[src/rtl/instr_fetch.sv]
// Instruction fetch unit: issues word reads to instruction memory, holds the
// fetched word until the consumer acknowledges it, and handles redirects and request timeouts.
module instr_fetch #(
  parameter logic [15:0] RESET_PC = 16'h0000,
  parameter int unsigned TIMEOUT  = 15
) (
  input  logic        clk,
  input  logic        rstIn,
  output logic        imem_req,
  output logic [15:0] imem_addr,
  input  logic        imem_rdy,
  input  logic [31:0] imem_data,
  output logic [31:0] iw,
  output logic [6:0]  IW2Contr,
  output logic [15:0] pcOut,
  output logic        iw_valid,
  input  logic        iw_ack,
  input  logic        redirect,
  input  logic [15:0] redirect_pc,
  output logic        fetch_err
);

  localparam int WCW = ($clog2(TIMEOUT + 1) > 4) ? $clog2(TIMEOUT + 1) : 4;

  localparam logic [1:0] IDLE = 2'd0;
  localparam logic [1:0] REQ  = 2'd1;
  localparam logic [1:0] HOLD = 2'd2;

  logic [1:0]     state;
  logic [15:0]    fetch_pc;
  logic [WCW-1:0] wcnt;
  logic           wait_expired;

  assign wait_expired = (int'(wcnt) + 1) >= int'(TIMEOUT);

  // Redirect overrides every state; any response arriving with it is dropped.
  always_ff @(posedge clk or posedge rstIn) begin
    if (rstIn) begin
      state     <= IDLE;
      fetch_pc  <= RESET_PC;
      iw        <= '0;
      pcOut     <= RESET_PC;
      wcnt      <= '0;
      fetch_err <= 1'b0;
    end else begin
      fetch_err <= 1'b0;
      if (redirect) begin
        fetch_pc <= redirect_pc;
        state    <= REQ;
        wcnt     <= '0;
      end else begin
        case (state)
          IDLE: state <= REQ;
          REQ: begin
            if (imem_rdy) begin
              iw       <= imem_data;
              pcOut    <= fetch_pc;
              fetch_pc <= fetch_pc + 16'd1;
              state    <= HOLD;
              wcnt     <= '0;
            end else if (wait_expired) begin
              // Retry the same address after flagging the timeout.
              fetch_err <= 1'b1;
              wcnt      <= '0;
            end else begin
              wcnt <= wcnt + 1'b1;
            end
          end
          HOLD: if (iw_ack) state <= REQ;
          default: state <= IDLE;
        endcase
      end
    end
  end

  assign imem_req  = (state == REQ);
  assign imem_addr = fetch_pc;
  assign iw_valid  = (state == HOLD);
  assign IW2Contr  = iw[31:25];

endmodule

[config.mk]
export PLATFORM = sky130hd
export DESIGN_NAME = instr_fetch
export DESIGN_NICKNAME = d
export VERILOG_FILES = /design/src/rtl/instr_fetch.sv
export SDC_FILE = /design/constraint.sdc
export NUM_CORES = 1
export LEC_CHECK = 0
export CORE_UTILIZATION = 39
export DETAILED_ROUTE_END_ITERATION = 16
export PLACE_DENSITY = 0.79
export SLEW_MARGIN = 40
export SYNTH_ARGS = -nofsm -noshare
export SYNTH_HDL_FRONTEND = slang
export SYNTH_SLANG_ARGS = --single-unit
[constraint.sdc]
create_clock -name clk -period 2.41 [get_ports clk]
set_input_delay 0.482 -clock clk [delete_from_list [all_inputs] [get_ports clk]]
set_output_delay 0.482 -clock clk [all_outputs]
set_load 0.005 [all_outputs]
Word-level counts from Yosys, hierarchy flattened --
Index checks and enable logic that the tools add are counted.
Operators by class: div/mod/pow operators 0, multiply operators 0, shifts and indexed selects 0, muxes and demuxes 15, reduce and logical (&&, ||, !) cells 6, bitwise logic cells 1, $add $sub $neg 3, order comparisons 1, equality and inequality tests 4
Operators with widths (number):
- $mux W16 | 3
- $add A16 B1 Y16 const B | 1
- $mux W4 | 4
- $mux W2 | 3
- $ne A3 B1 Y1 const B | 2
- $pmux W2 S3 | 1
- $add A4 B1 Y5 const B | 1
- $ge A5 B4 Y1 const B | 1
- $add A4 B1 Y4 const B | 1
- $mux W1 | 4
- $reduce_and A2 Y1 | 2
- $reduce_bool A2 Y1 | 2
- $reduce_and A3 Y1 | 1
- $eq A2 B1 Y1 const B | 1
- $eq A2 B2 Y1 const B | 1
- $logic_not A2 Y1 | 1
- $not A1 Y1 | 1
Storage, ports and cells: register bits 71, RAM bits 0, bits in read-only memories 0, bits in latches 0, logic and storage cells 36, bits of input ports 53, output and inout bits 74, memories 0

Logic depth before layout (Yosys ltp) --
Gate-level depths: netlist of the first run.
depth in word-level cells 6, gate-level depth with buffers 6, depth with buffers taken out 6

Least setup slack after synthesis of the first run --
OpenSTA, ideal clock, no wires.
path type register -> register, from reg fetch_pc[0] (netlist: imem_addr[0]), to reg fetch_pc[14] (netlist: imem_addr[14]), arrival 1820 ps, path slack 466 ps, stages on the path, launching flop included 7, path buffers 1, library setup time 124 ps, data required time 2286 ps, clock period less this slack 1944 ps, path through dfrtp_1 > ha_1 > inv_1 > or4_1 > buf_2 > o31a_1 > o31a_1
On the way: longest elaborated chain between the ends 4
RTL lines:
- from (decl) | RTL line 30 | logic [15:0] fetch_pc;
- from (signal assigned) | RTL line 48 | fetch_pc <= redirect_pc;
- from (signal assigned) | RTL line 58 | fetch_pc <= fetch_pc + 16'd1;
- $add A16 B1 Y16 | RTL line 58
- $mux W16 | RTL line 55 | if (imem_rdy) begin
- $mux W16 | RTL line 52 | case (state)
- $mux W16 | RTL line 47 | if (redirect) begin
No other way between the ends. The select of a mux whose other input is x is not followed. A chain may end at the register's enable or synchronous reset.

Worst setup path after layout of the first run --
from reg state[0], to out imem_req
On the way: longest elaborated chain between the ends 1
RTL lines:
- from (decl) | RTL line 29 | logic [1:0] state;
- from (signal assigned) | RTL line 39 | state <= IDLE;
- from (signal assigned) | RTL line 49 | state <= REQ;
- from (signal assigned) | RTL line 53 | IDLE: state <= REQ;
- $eq A2 B1 Y1 | RTL line 76 | assign imem_req = (state == REQ);
- to (decl) | RTL line 9 | output logic imem_req,
No other way between the ends.

==> flow_summary.toml, run 1 <==
[yosys]
synth_fp_nets = 314
yosysWarnings = 0
seq_area_frac_synth = 0.558
synth_top_area_cell = "dfrtp_1"
ys_ff_latch = 71
synthFlopType = "dfrtp_1"
synth_edf_count = 0
synth_top_area_frac = 0.558
synth_area_leaders = "dfrtp_1 (56%), mux2_2 (17%), buf_4 (2.4%), nand2_1 (2.2%), xnor2_1 (1.9%)"
ys_types = 41
synthCells = 258
syn_area_um2 = 3190
async_flop_share = 1.00
synth.cells.most_frequent = "dfrtp_1 (71), mux2_2 (48), nand2_1 (19)"
avgSynthCellArea_um2 = 12.4
yosysMostFrequentCell = "dfrtp_1"

[worst_setup_path]
setup.worst_path.class = "reg -> out"
endpoint_kind = "primary output"
path_max_fanout = 6
critPathLaunchType = "flop"
crit_arrival_ns = 1.70
crit_required_ns = 1.93

[cts]
clk-insertion-delay-late_ns = 0.34
root_buffer = "clkbuf_8"
cts_hold_buf = 0
cts_resized = 0
cts.htree.levels = 3
cts_tree = "done"
cts_sinks = 71
clock_path_buffers = 2
cts_setup_buffers = 0
path_clk_slew_ns = 0.07
numCtsBuffers = 9

[cells_and_area]
fillers = 643
flow.area_growth_from_synthesis_pct = 50.5
final_cell_area_um2 = 4790
ff_latch_area_um2 = 1780
drive_gt1_frac = 0.211
nets = 444
multi_input_area_um2 = 1290
antenna_cells = 0

[sta]
max-slew-margin-rel = 0.740
worstMarginPinSlew_ns = 0.387
setup_viol = 0
max_clock_freq_ghz = 0.458
slew_viol_final = 0
skew_ns = 0.00792
rsz0062_at_grt = "false"
final.setup.worst_slack_ns = 0.229
fin_crit_ns = 2.18
finalCritPeriodShare = 0.905
hold_violations = 0

[place]
place_congestion = 0.731
dp_hpwl_um = 5060
dp_slack_ns = -0.0266
place_area_um2 = 4580
io_buffers = 126

[detailed_routing]
wl_per_cell_um = 14.4
route.detailed.drc = 0
finalWirelength_um = 7120
firstDrtPassIters = 4
drt_iter0_markers = 88
ant_nets = 0
viasPerCell = 4.95
vias = 2450

[outcome]
outcome = "finished, final reports clean"

[power]
ir_drop_mv = 0.524
p_leak_uw = 0.00195
power_density_nw_per_um2 = 759

[floorplan]
die_w_um = 92.4
fp-row-count = 32
die-area_um2 = 8540
die_y_um = 92.4
core_um2 = 7810
start_util = 0.408
ios = 127

[grt]
grt_use_total = 0.172
grt_pass1_vias = 2440
grt_overflow = 0
grt_max_degree = 47
grt_pass1_wl_um = 11600
grt_antenna_before_repair = 0

[worst_hold_path]
worstHoldPathType = "in -> async"

[run]
cap_violations = 0
[routing by layer]
layer	global-route usage	up-vias	part of all wire
met4	0.0625	0	0.012
li1	-	1167	-
met5	0	-	0
met3	0.0501	11	0.077
met1	0.216	1183	0.44
met2	0.281	89	0.47
[cells by family (layout without fill, tap and decap cells)]
logic type | after synthesis | after routing | synth area share
flip-flops | 71 | 71 | 0.558
AND/OR/NAND/NOR | 66 | 66 | 0.114
multiplexers | 51 | 51 | 0.179
AO/OA/AOI/OAI | 33 | 33 | 0.0691
buffers and inverters | 24 | 159 | 0.0412
XOR/XNOR | 10 | 10 | 0.0275
adder cells (fa/ha/maj) | 3 | 3 | 0.0118
[cell type report]
class / instances / share of cell area
well taps: 102 / 0.0266
clock buffers: 10 / 0.0266
repair buffers: 137 / 0.285
clock inverters: 6 / 0.0177
flip-flops and latches: 71 / 0.371
multi-input cells: 163 / 0.268
inverters: 6 / 0.00470
[path summary, 6_finish.rpt]
check,startpoint,endpoint,slack [ns],cells after the start
worst min-delay path,rstIn,pcOut[9]$_DFFE_PP0P_,0.51,3
min in group clk,iw[17]$_DFFE_PP0P_,iw[17]$_DFFE_PP0P_,0.51,1
worst max-delay path,state[0]$_DFFE_PP0P_,imem_req,0.23,2
worst max register to register,imem_addr[0]$_DFFE_PP0P_,imem_addr[14]$_DFFE_PP0P_,0.38,5
max in group asynchronous,rstIn,iw[10]$_DFFE_PP0P_,1.62,3
worst min register to register,iw[17]$_DFFE_PP0P_,iw[17]$_DFFE_PP0P_,0.51,1
[cell usage in the layout, fill, tap and decap left out, drive strengths merged, types with 2 or more instances in the layout]
master / n
a21o: 4
a21oi: 3
a221o: 2
a22oi: 2
buf: 11
bufinv: 2
clkbuf: 10
clkdlybuf4s50: 126
clkinv: 2
clkinvlp: 2
dfrtp: 71
ha: 3
inv: 6
mux2: 48
mux2i: 3
nand2: 19
nand2b: 5
nand3: 6
nand4: 3
nor2: 7
nor2b: 5
nor3: 8
nor4: 4
o21ai: 12
o31a: 2
or4: 3
xnor2: 7
xor2: 3
[critical path: stages (launching register included)]
cell and delay, ns:
dfrtp_1 0.44, nor2b_1 0.33, clkdlybuf4s50_1 0.58
[sequential cells by signal, summed over array words and instances, names as in the netlist]
register	flops
state	2
imem_addr	16
fetch_err	1
wcnt	4
pcOut	16
iw	32
[report_power, final]
part | internal [uW] | switching [uW]
logic | 725 | 300
registers | 1420 | 156
clock network | 579 | 454
[metrics by stage]
| step | instances | util | setup TNS, ns | power (uW) | hold WS [ns] |
|---|---|---|---|---|---|
| floorplan | 258 | - | 0 | 1980 | 0.505 |
| global route | 495 | 0.614 | 0 | 3830 | 0.524 |
| detailed placement | 479 | 0.587 | -0.0344 | 2640 | 0.495 |
| CTS | 495 | 0.614 | 0 | 3690 | 0.509 |
| finish | 495 | 0.614 | 0 | 3640 | 0.509 |
| global placement | 479 | 0.587 | 0 | 2620 | 0.487 |
Note: power is estimated with default switching activity, not from simulation.
==> run 2: changes to the inputs <==
- ABC_CLOCK_PERIOD_IN_PS: unset -> 2410
==> results of run 2 <==
No change in the layout: final DEF, timing and power equal those of run 1.
